$ cat src/rtl/multicycle_controller.sv
// -----------------------------------------------------------------------------
// multicycle_controller
//
// Moore control FSM for the multi-cycle RV32I core. Sequences fetch, decode,
// execute, memory and writeback over several cycles on a shared-memory
// datapath, stalls memory accesses on mem_ready with a timeout trap, and
// counts retired instructions.
//
// Optional feature macro: MC_JAL_EN (when defined, jal is executed through a
// dedicated JAL state; when undefined, jal is an illegal opcode).
//
// Parameters:
//   WAIT_W    width of the memory wait counter
//   WAIT_MAX  stall cycles per memory access before trapping (0 = no timeout)
//   CNT_W     width of the retired-instruction counter
//
// Ports:
//   clk        clock, rising edge
//   rst        asynchronous active-low reset
//   op         opcode from the instruction register
//   zero       ALU zero flag
//   mem_ready  memory access completes this cycle
//   PCWrite    PC load enable (PCUpdate | Branch & zero)
//   AdrSrc     memory address select (0 PC, 1 ALUOut)
//   MemWrite   memory write strobe
//   IRWrite    instruction register / OldPC load enable
//   RegWrite   register file write enable
//   ResultSrc  result mux select (00 ALUOut, 01 read data, 10 ALUResult)
//   ALUSrcA    ALU operand A select (00 PC, 01 OldPC, 10 rs1)
//   ALUSrcB    ALU operand B select (00 rs2, 01 imm, 10 constant 4)
//   ALUop      ALU op class (00 add, 01 sub, 10 funct decode)
//   ImmSrc     immediate format (00 I, 01 S, 10 B, 11 J)
//   illegal    sticky trap flag
//   instret    retired-instruction count
// -----------------------------------------------------------------------------
module multicycle_controller #(
    parameter int WAIT_W   = 8,
    parameter int WAIT_MAX = 16,
    parameter int CNT_W    = 32
) (
    input  logic             clk,
    input  logic             rst,
    input  logic [6:0]       op,
    input  logic             zero,
    input  logic             mem_ready,
    output logic             PCWrite,
    output logic             AdrSrc,
    output logic             MemWrite,
    output logic             IRWrite,
    output logic             RegWrite,
    output logic [1:0]       ResultSrc,
    output logic [1:0]       ALUSrcA,
    output logic [1:0]       ALUSrcB,
    output logic [1:0]       ALUop,
    output logic [1:0]       ImmSrc,
    output logic             illegal,
    output logic [CNT_W-1:0] instret
);

    localparam logic [6:0] OP_LW  = 7'b0000011;
    localparam logic [6:0] OP_SW  = 7'b0100011;
    localparam logic [6:0] OP_R   = 7'b0110011;
    localparam logic [6:0] OP_I   = 7'b0010011;
    localparam logic [6:0] OP_BEQ = 7'b1100011;
    localparam logic [6:0] OP_JAL = 7'b1101111;

    // Last counter value before a still-stalled access traps.
    localparam logic [WAIT_W-1:0] WAIT_LAST = WAIT_W'(WAIT_MAX - 1);

    typedef enum logic [3:0] {
        S_FETCH,
        S_DECODE,
        S_MEMADR,
        S_MEMREAD,
        S_MEMWB,
        S_MEMWRITE,
        S_EXECUTER,
        S_EXECUTEI,
        S_ALUWB,
        S_BEQ,
`ifdef MC_JAL_EN
        S_JAL,
`endif
        S_TRAP
    } state_t;

    state_t             state_q, state_d;
    logic [WAIT_W-1:0]  wait_q, wait_d;
    logic [CNT_W-1:0]   instret_q, instret_d;

    logic pc_update;
    logic branch;
    logic retire;
    logic timeout;
    logic in_wait;

    always_ff @(posedge clk or negedge rst) begin
        if (!rst) begin
            state_q   <= S_FETCH;
            wait_q    <= '0;
            instret_q <= '0;
        end else begin
            state_q   <= state_d;
            wait_q    <= wait_d;
            instret_q <= instret_d;
        end
    end

    always_comb begin
        state_d   = state_q;
        pc_update = 1'b0;
        branch    = 1'b0;
        retire    = 1'b0;
        AdrSrc    = 1'b0;
        MemWrite  = 1'b0;
        IRWrite   = 1'b0;
        RegWrite  = 1'b0;
        ResultSrc = 2'b00;
        ALUSrcA   = 2'b00;
        ALUSrcB   = 2'b00;
        ALUop     = 2'b00;
        ImmSrc    = 2'b00;
        illegal   = 1'b0;
        in_wait   = 1'b0;
        // mem_ready in the same cycle takes priority over the timeout.
        timeout   = (WAIT_MAX != 0) && !mem_ready && (wait_q == WAIT_LAST);

        case (state_q)
            S_FETCH: begin
                in_wait   = 1'b1;
                ALUSrcB   = 2'b10;
                ResultSrc = 2'b10;
                IRWrite   = mem_ready;
                pc_update = mem_ready;
                if (mem_ready)    state_d = S_DECODE;
                else if (timeout) state_d = S_TRAP;
            end
            S_DECODE: begin
                ALUSrcA = 2'b01;
                ALUSrcB = 2'b01;
                case (op)
                    OP_LW, OP_SW: state_d = S_MEMADR;
                    OP_R:         state_d = S_EXECUTER;
                    OP_I:         state_d = S_EXECUTEI;
                    OP_BEQ:       state_d = S_BEQ;
`ifdef MC_JAL_EN
                    OP_JAL:       state_d = S_JAL;
`endif
                    default:      state_d = S_TRAP;
                endcase
            end
            S_MEMADR: begin
                ALUSrcA = 2'b10;
                ALUSrcB = 2'b01;
                state_d = (op == OP_SW) ? S_MEMWRITE : S_MEMREAD;
            end
            S_MEMREAD: begin
                in_wait = 1'b1;
                AdrSrc  = 1'b1;
                if (mem_ready)    state_d = S_MEMWB;
                else if (timeout) state_d = S_TRAP;
            end
            S_MEMWB: begin
                ResultSrc = 2'b01;
                RegWrite  = 1'b1;
                retire    = 1'b1;
                state_d   = S_FETCH;
            end
            S_MEMWRITE: begin
                in_wait  = 1'b1;
                AdrSrc   = 1'b1;
                MemWrite = 1'b1;
                if (mem_ready) begin
                    retire  = 1'b1;
                    state_d = S_FETCH;
                end else if (timeout) begin
                    state_d = S_TRAP;
                end
            end
            S_EXECUTER: begin
                ALUSrcA = 2'b10;
                ALUop   = 2'b10;
                state_d = S_ALUWB;
            end
            S_EXECUTEI: begin
                ALUSrcA = 2'b10;
                ALUSrcB = 2'b01;
                ALUop   = 2'b10;
                state_d = S_ALUWB;
            end
            S_ALUWB: begin
                RegWrite = 1'b1;
                retire   = 1'b1;
                state_d  = S_FETCH;
            end
            S_BEQ: begin
                ALUSrcA = 2'b10;
                ALUop   = 2'b01;
                branch  = 1'b1;
                retire  = 1'b1;
                state_d = S_FETCH;
            end
`ifdef MC_JAL_EN
            S_JAL: begin
                ALUSrcA   = 2'b01;
                ALUSrcB   = 2'b10;
                pc_update = 1'b1;
                state_d   = S_ALUWB;
            end
`endif
            S_TRAP: begin
                illegal = 1'b1;
            end
            default: begin
                state_d = S_TRAP;
            end
        endcase

        // Immediate format follows the opcode everywhere except in the trap.
        if (state_q != S_TRAP) begin
            case (op)
                OP_SW:   ImmSrc = 2'b01;
                OP_BEQ:  ImmSrc = 2'b10;
`ifdef MC_JAL_EN
                OP_JAL:  ImmSrc = 2'b11;
`endif
                default: ImmSrc = 2'b00;
            endcase
        end

        PCWrite = pc_update | (branch & zero);

        // Counter restarts on every state change; only wait states count up.
        wait_d = wait_q;
        if (state_d != state_q)      wait_d = '0;
        else if (in_wait && !mem_ready) wait_d = wait_q + 1'b1;

        instret_d = retire ? instret_q + 1'b1 : instret_q;

        // Reset holds the state at FETCH, whose outputs would otherwise
        // follow mem_ready; force every control low while reset is asserted.
        if (!rst) begin
            PCWrite   = 1'b0;
            AdrSrc    = 1'b0;
            MemWrite  = 1'b0;
            IRWrite   = 1'b0;
            RegWrite  = 1'b0;
            ResultSrc = 2'b00;
            ALUSrcA   = 2'b00;
            ALUSrcB   = 2'b00;
            ALUop     = 2'b00;
            ImmSrc    = 2'b00;
            illegal   = 1'b0;
        end
    end

    assign instret = instret_q;

endmodule

$ cat config.mk
export PLATFORM = sky130hd
export DESIGN_NAME = multicycle_controller
export DESIGN_NICKNAME = d
export VERILOG_FILES = /design/src/rtl/multicycle_controller.sv
export SDC_FILE = /design/constraint.sdc
export NUM_CORES = 1
export LEC_CHECK = 0
export BUFFER_PORTS_ARGS = -buffer_cell sky130_fd_sc_hd__buf_2
export CORE_MARGIN = 2
export CORE_UTILIZATION = 45
export CTS_CLUSTER_SIZE = 24
export DETAILED_ROUTE_END_ITERATION = 10
export PLACE_DENSITY_LB_ADDON = 0.25
export SLEW_MARGIN = 15
export SYNTH_ARGS = -nofsm -noshare
export SYNTH_HDL_FRONTEND = slang
export SYNTH_SLANG_ARGS = --single-unit
$ cat constraint.sdc
create_clock -name clk -period 2.15 [get_ports clk]
set_input_delay 0.215 -clock clk [delete_from_list [all_inputs] [get_ports clk]]
set_output_delay 0.215 -clock clk [all_outputs]
set_load 0.01 [all_outputs]
=== Word-level counts from Yosys, hierarchy flattened ===
Index checks and enable logic that the tools add are counted.

* Bits in registers: 44
* Output and inout port bits: 48
* Word-level logic and storage cells: 73

* Add/sub/neg operators: 2
* Equality and inequality tests: 18
* Muxes and demuxes: 35
* Bitwise operators: 2
* Reductions and logical operators: 13

{| class="wikitable"
|+ Operators with widths
! operator !! number
|-
| $add A32 B1 Y32 const B || 1
|-
| $pmux W4 S8 || 1
|-
| $pmux W2 S2 || 5
|-
| $eq A4 B3 Y1 const B || 4
|-
| $mux W4 || 4
|-
| $mux W8 || 2
|-
| $pmux W4 S4 || 1
|-
| $eq A7 B6 Y1 const B || 2
|-
| $mux W1 || 14
|-
| $eq A4 B4 Y1 const B || 3
|-
| $mux W2 || 6
|-
| $reduce_or A3 Y1 || 3
|-
| $add A8 B1 Y8 const B || 1
|-
| $eq A4 B2 Y1 const B || 2
|-
| $eq A8 B4 Y1 const B || 1
|-
| $reduce_or A2 Y1 || 4
|-
| $eq A7 B2 Y1 const B || 1
|-
| $eq A7 B5 Y1 const B || 1
|-
| $eq A7 B7 Y1 const B || 1
|-
| $eq A4 B1 Y1 const B || 1
|-
| $logic_not A4 Y1 || 1
|-
| $ne A4 B4 Y1 || 1
|-
| $ne A4 B4 Y1 const B || 1
|-
| $reduce_or A4 Y1 || 1
|-
| 7 further kinds || 8
|}

=== Logic depth before layout (Yosys ltp) ===
Gate-level depths: netlist of the first run.

* Word-level depth: 7
* Mapped depth: 7
* Depth with buffers taken out: 5

=== Worst setup path before layout of the first run ===
Ideal clock, no wire load.

* Kind: register to output
* Start point: reg state_q[0]
* End point: out PCWrite
* Arrival time: 1513 ps
* Path slack: 422 ps
* Cell stages (with the launch flop): 5
* Path through: dfrtp_1 clkbuf_1 or3_1 nor3_1 a21o_1

* Word-level cells in the longest chain between the ends: 5
* Elaborated cells between the ends (all ways): 7
* Those cells by class: eq/ne: 1; mux: 3; bitwise: 2; reduce/logical: 1

{| class="wikitable"
|+ RTL lines
! element !! line !! source
|-
| start: declaration || 87 || <nowiki>state_t state_q, state_d;</nowiki>
|-
| start signal: assignment || 103 || <nowiki>state_q <= state_d;</nowiki>
|-
| $eq A4 B4 Y1 || 128 || <nowiki>case (state_q)</nowiki>
|-
| $mux W1 || 128 ||
|-
| $and A1 B1 Y1 || 231 || <nowiki>PCWrite = pc_update | (branch & zero);</nowiki>
|-
| $or A1 B1 Y1 * || 231 ||
|-
| $mux W1 * || 242 || <nowiki>if (!rst) begin</nowiki>
|-
| end: declaration || 46 || <nowiki>output logic PCWrite,</nowiki>
|}

Mark *: on every way between the ends. The rest lies on a longest branch, timed or not.

=== Worst setup path after layout of the first run ===
* Start point: reg state_q[2]
* End point: out ALUSrcA[1]

* Word-level cells in the longest chain between the ends: 4
* Elaborated cells between the ends (all ways): 8
* Those cells by class: eq/ne: 5; mux: 2; reduce/logical: 1

{| class="wikitable"
|+ RTL lines
! element !! line !! source
|-
| $eq A4 B4 Y1 (tied with other cells) || 128 ||
|-
| $reduce_or A4 Y1 (no source line) || n/a ||
|-
| $pmux W2 S2 * || 128 ||
|-
| $mux W2 * || 242 ||
|-
| end: declaration || 52 || <nowiki>output logic [1:0] ALUSrcA,</nowiki>
|}

Marked as above.

==> metrics.csv, run 1 <==
stage;metric;value;unit
run_status;status;complete, no violations;
worst_setup_path;crit-path cells;buf_4 -> nand2b_1 -> or3b_2 -> a21oi_1 -> buf_2;
power;Clk pwr share;20.1;%
timing;Worst-Margin Slew;532;ps
cts;CTS tree;yes;
timing;Min Clock Period, post-route;2040;ps
timing;Fin Hold WS;270;ps
yosys;share of the yosys chip area belonging to registers;45.2;%
yosys;number of synthesized register bits;44;
yosys;count leader, synth;dfrtp_1;
grt;Global Route Usage Sum;17.8;%
cts;Clock Sinks;44;
layout;Final nets;324;
grt;grt ovf;0;
power;Pint;1.63;mW
power;Leak Pwr;1.40;nW
yosys;area leader, netlist;dfrtp_1;
drt;DRC Markers;0;
cts;Worst-path clk slew;80;ps
timing;Setup TNS;0;ps
drt;final WL;4920;um
cts;total CTS buffers;5;
yosys;main area contributors after synthesis;dfrtp_1 (45%), xnor2_1 (9.7%), xor2_1 (4.3%);
cts;Longest Clk Path Bufs;2;
drt;routed vias/inst;5.33;
place;final RePlAce weighted congestion;0.877;
power;Switching Fraction;37.4;%
drt;drt pass-1 iters;5;
yosys;Mapped Cells;245;
cts;Skew-Pair Late Insertion Delay;290;ps
job;max cap viols;0;
worst_setup_path;crit path DAT;1820;ps
layout;layout cells sized above 1;26.6;%
place;IO Port Bufs;58;
yosys;Post-synth EDFFs;0;
layout;Antenna Cells;0;
yosys;post-synthesis cell type count;48;
drt;vias;2035;
power;Switch Pwr;0.975;mW
yosys;ys flop type;dfrtp_1;
worst_setup_path;critical path class;flip-flop to output port;
timing;Final period util;94.7;%
worst_setup_path;r2r setup slk;180;ps
die;core area;5170;um2
worst_setup_path;crit-path max FO;8;
die;DIE HEIGHT;77.5;um
timing;Worst slew margin;64.5;%
die;# IOs;59;
yosys;synth cell count leaders;dfrtp_1 (44), xnor2_1 (27), nor2_1 (23);
drt;DR iter-0 viols;163;
worst_setup_path;Startpoint Class;flip-flop;
die;Starting Density;47.0;%
worst_setup_path;crit-path max cell delay;460;ps
min_path;Hold Crit Class;primary input to asynchronous set/reset pin;
grt;first-pass GRT wire length;8620;um
cts;H-tree levels;2;
yosys;Warnings, synthesis;0;
timing;Setup violations, final;0;
yosys;syn_area_per_cell;9.93;um2
timing;f_max;0.491;GHz
timing;RSZ-0062 raised after global routing;no;
die;die width;77.5;um
grt;largest net degree at the start of global routing;44;
worst_setup_path;CP max stage cell;dfrtp_1;
yosys;post-synthesis cell area;2430;um2
worst_setup_path;Worst EP required;1930;ps
yosys;fraction of registers with async set/reset;100;%
timing;Slew Viols, Final;0;
yosys;Syn Nets;258;
layout;area grow syn2layout;20.7;%
power;Max rail drop VDD;0.000415;V
yosys;top cell type's share of synthesized area;45.2;%
place;hpwl dp;3640;um
grt;initial antenna violation count;0;
power;Seq pwr share;40.9;%
drt;antenna-violating nets left;0;
timing;clock skew;5.83;ps
die;Rows;26;
power;Overall Power;2.61;mW
grt;vias in the first global route;1861;
power;PwrDens;888;nW/um2
timing;final hold viol count;0;
cts;root buf cell;clkbuf_8;
drt;drt wl/cell;12.9;um
cts;# Post-CTS Setup Buffers;0;
worst_setup_path;Worst Setup End Kind;output port;
die;full die area;6010;um2
power;Comb power frac;39.0;%
-- critical path: cells and delay by family, from the launching register on --
| kind | cells | cell delay [ps] |
|---|---|---|
| flops | 1 | 460 |
| buf+inv | 2 | 340 |
| compound gates | 1 | 120 |
| simple gates | 2 | 610 |
-- state kept, by name (all words and copies together), names as in the netlist --
| name | cells |
|---|---|
| wait_q | 8 |
| instret | 32 |
| state_q | 4 |
-- logic make-up after synthesis --
kind of cell,share of synthesized area [%]
and+or+nand+nor,29.6
muxes,1.29
xor gates and xnor gates,14.0
AOI/OAI and AO/OA,6.53
DFF,45.2
buffers and inverters,2.31
adders and majority gates,1.03
-- layer usage --
layer  up-vias  global-route usage [%]  wire length, um
met5         -                       0                0
met4         0                    5.00               51
met3         5                    5.00              267
met2        64                    27.6             2300
met1       964                    24.7             2300
li1       1002                       -                -
-- power groups by stage --
stage	registers (mW)	clock network, mW	logic [mW]
after detailed placement	1.08	0	1.02
after global routing	1.09	0.588	1.13
after CTS	1.07	0.541	1.02
final	1.07	0.524	1.02
after floorplan	1.06	0	0.702
after global placement	1.08	0	1.02
-- final timing paths --
check / from / end / cells past startpoint
worst max-delay path: state_q[2] / ALUSrcA[1] / 5
worst min-delay path: rst / state_q[0] / 2
worst max register to register: state_q[0] / wait_q[3] / 5
max in group asynchronous: rst / instret[5] / 3
min in group clk: op[6] / state_q[2] / 4
worst min register to register: instret[31] / instret[31] / 1
-- through the flow --
stage	util, %	cell area [um2]	cells	setup WS, ps
finish	56.8	2940	382	114
global route	56.8	2940	382	7.95
CTS	56.8	2940	382	116
detailed placement	54.9	2840	373	189
global placement	54.9	2840	373	210
floorplan	-	2430	245	422
-- cell type report --
class | instances | area, um2
Inverter | 2 | 7.51
Tap cell | 70 | 87.6
Fill cell | 475 | 2230
Clock buffer | 8 | 90.1
Sequential cell | 44 | 1100
Timing Repair Buffer | 69 | 375
Multi-Input combinational cell | 189 | 1280
-- timing repair --
action	4_1_cts	5_1_grt
hold buffers	1	0
endpoints found under the hold margin	1	0
resized for setup	0	0
-- placed cells by master, fill, tap and decap left out, types with 6 or more instances in the layout --
master    count
buf_4        10
xnor2_1      27
nand2b_1     10
and4_1        6
buf_2        58
nand2_1      16
xor2_1       12
and3_1       10
nand3_1      17
nor2_1       23
clkbuf_8      6
nand4_1      14
dfrtp_1      44
Power figures use the tool's default switching activity.
==> inputs of run 2 (changes only) <==
--- a/config.mk
+++ b/config.mk
@@ -10,7 +10,7 @@
 export CORE_UTILIZATION = 45
 export CTS_CLUSTER_SIZE = 24
 export DETAILED_ROUTE_END_ITERATION = 10
-export PLACE_DENSITY_LB_ADDON = 0.25
+export PLACE_DENSITY = 0.81
 export SLEW_MARGIN = 15
 export SYNTH_ARGS = -nofsm -noshare
 export SYNTH_HDL_FRONTEND = slang
==> run 2 against run 1 <==
  * Utilization is 0.15 points lower
  * Global-route usage is 0.86 points higher
  * Combinational power hardly changed
  * Setup slack worse by 21 ps
  * Via count is 1.7% higher
  * Clock power is 7.8% lower
  * Total power is 1.3% lower
  * Register-to-register slack hardly changed
  * Sequential share of layout area is 0.096 points higher
  * Clock skew hardly changed
  * Routed wire length is 10% higher
  * Non-clock buffer count stayed put
  * Critical path type unchanged
  * Critical endpoint is now PCWrite
  * Largest cell class unchanged
  * Largest power group unchanged
==> metrics.csv, run 2 (synthesis results as in run 1) <==
stage;metric;value;unit;change
run_status;status;complete, no violations;;unchanged
layout;Reg area;1100;um2;unchanged
grt;grt ovf;0;;unchanged
timing;Worst slew margin;71.3;%;was 64.5%
layout;Final nets;324;;unchanged
power;Leak Pwr;1.40;nW;about the same
drt;drt wl/cell;14.2;um;was 12.9 um
cts;Skew-Pair Late Insertion Delay;290;ps;about the same
die;die width;77.5;um;unchanged
die;Rows;26;;unchanged
grt;first-pass GRT wire length;9210;um;was 8620 um
cts;root buf cell;clkbuf_8;;unchanged
power;Overall Power;2.57;mW;was 2.61 mW
place;pre-CTS setup slack;141;ps;was 189 ps
grt;vias in the first global route;2017;;was 1861
layout;most common cell after layout, fill and taps aside;buf_2;;unchanged
die;full die area;6010;um2;unchanged
worst_setup_path;Worst EP required;1930;ps;about the same
layout;commonest non-fill, non-tap cells in the layout;buf_2 (58), dfrtp_1 (44), xnor2_1 (27);;unchanged
power;PwrDens;878;nW/um2;was 888 nW/um2
drt;DR iter-0 viols;162;;was 163
timing;Slew Viols, Final;0;;unchanged
layout;area of the multi-input gates;1280;um2;about the same
worst_setup_path;crit-path max FO;10;;was 8
grt;Global Route Usage Sum;18.7;%;was 17.8%
timing;Setup violations, final;0;;unchanged
drt;DRC Markers;0;;unchanged
job;max cap viols;0;;unchanged
drt;drt pass-1 iters;4;;was 5
worst_setup_path;Worst Setup End Kind;output port;;unchanged
cts;Clock Sinks;44;;unchanged
die;# IOs;59;;unchanged
timing;clock skew;5.84;ps;was 5.83 ps
die;core area;5170;um2;unchanged
place;final RePlAce weighted congestion;0.961;;was 0.877
layout;max reg flops;32;;unchanged
worst_setup_path;CP max stage cell;dfrtp_1;;unchanged
layout;Filler Cell Count;456;;was 475
timing;Worst-Margin Slew;430;ps;was 532 ps
layout;layout cells sized above 1;27.0;%;was 26.6%
die;DIE HEIGHT;77.5;um;unchanged
die;Starting Density;47.0;%;unchanged
drt;routed vias/inst;5.43;;was 5.33
timing;f_max;0.486;GHz;was 0.491 GHz
layout;Final Instance Area;2930;um2;was 2940 um2
worst_setup_path;crit-path max cell delay;500;ps;was 460 ps
timing;Min Clock Period, post-route;2060;ps;was 2040 ps
cts;total CTS buffers;5;;unchanged
worst_setup_path;crit path DAT;1840;ps;was 1820 ps
worst_setup_path;crit-path cells;buf_4 -> nor2b_1 -> nand2_1 -> nor2_1 -> a21o_1 -> buf_2;;was buf_4 -> nand2b_1 -> or3b_2 -> a21oi_1 -> buf_2
timing;Final period util;95.7;%;was 94.7%
drt;antenna-violating nets left;0;;unchanged
cts;CTS tree;yes;;unchanged
worst_setup_path;critical path class;flip-flop to output port;;unchanged
min_path;Hold Crit Class;primary input to flip-flop;;was primary input to asynchronous set/reset pin
cts;H-tree levels;2;;unchanged
timing;Setup TNS;0;ps;unchanged
cts;Longest Clk Path Bufs;2;;unchanged
power;Max rail drop VDD;0.000331;V;was 0.000415 V
worst_setup_path;Startpoint Class;flip-flop;;unchanged
drt;vias;2069;;was 2035
place;hpwl dp;4050;um;was 3640 um
drt;final WL;5420;um;was 4920 um
timing;final worst setup slack;92.5;ps;was 114 ps
place;Placed Area;2830;um2;was 2840 um2
grt;largest net degree at the start of global routing;29;;was 44
layout;area grow syn2layout;20.4;%;was 20.7%
timing;final hold viol count;0;;unchanged
layout;Antenna Cells;0;;unchanged
worst_setup_path;Worst Path Buf+Inv;2;;unchanged
cts;Worst-path clk slew;70;ps;was 80 ps
worst_setup_path;Largest delay share family, worst path;simple AND/OR/NAND/NOR gates;;unchanged
grt;initial antenna violation count;0;;unchanged
place;IO Port Bufs;58;;unchanged
## run 2: cell types whose count changed in the layout (fill, tap and decap cells not counted)
cell,before,now
clkbuf_1,2,1
clkbuf_8,6,5
clkinv_2,0,1
nor3_1,5,4
nor3_2,1,2
## run 2: power by group
group / leakage (nW) / switching (mW) / internal, mW
registers: 0.592 / 0.160 / 0.925
logic: 0.762 / 0.581 / 0.424
clock network: 0.0410 / 0.262 / 0.221
total: 1.40 / 1.00 / 1.57
## run 2: stage by stage
| stage | utilization [%] | hold WS, ps | instances |
|---|---|---|---|
| floorplan | - | -80.6 | 245 |
| CTS | 56.4 | 314 | 380 |
| global route | 56.7 | 348 | 381 |
| finish | 56.7 | 322 | 381 |
| detailed placement | 54.7 | 252 | 372 |
| global placement | 54.7 | 249 | 372 |
## run 2: cell type report
type                    instances  share of cell area (%)
clock buffers                   6                    2.48
clock inverters                 1                   0.171
inverters                       2                   0.256
multi-input cells             189                    43.7
flip-flops and latches         44                    37.6
well taps                      70                    2.99
repair buffers                 69                    12.8
## run 2: per-layer routing
layer / GRT usage, % / share of wire [%] / up-vias
li1: - / - / 1002
met1: 23.7 / 44 / 1007
met2: 32.5 / 50 / 54
met3: 3.37 / 4.2 / 6
met4: 5.54 / 1.2 / 0
met5: 0 / 0 / -
## run 2: worst reg2reg max path: cells and delay by family (launching register included)
kind	cells	cell delay (ps)
buf+inv	1	210
xor+xnor	1	150
compound gates	1	290
flops	1	490
simple gates	3	710
## run 2: worst paths after layout
path                       depth (start not counted)   startpoint  slack [ps]           to
setup / recovery                                   6   state_q[1]          90      PCWrite
hold / removal                                     4        op[6]         320   state_q[2]
setup reg to reg                                   6   state_q[3]         190  instret[22]
hold reg to reg                                    1  instret[31]         470  instret[31]
max in group asynchronous                          4          rst        1060   state_q[1]
min in group asynchronous                          3          rst         460  instret[27]
## run 2: repair_timing
| item | CTS | global route |
|---|---|---|
| setup buffers | 0 | 1 |
| hold buffers | 1 | 0 |
| endpoints found under the hold margin | 16 | 0 |
| gates resized for setup | 0 | 1 |
| endpoints found under the setup margin | 0 | 3 |
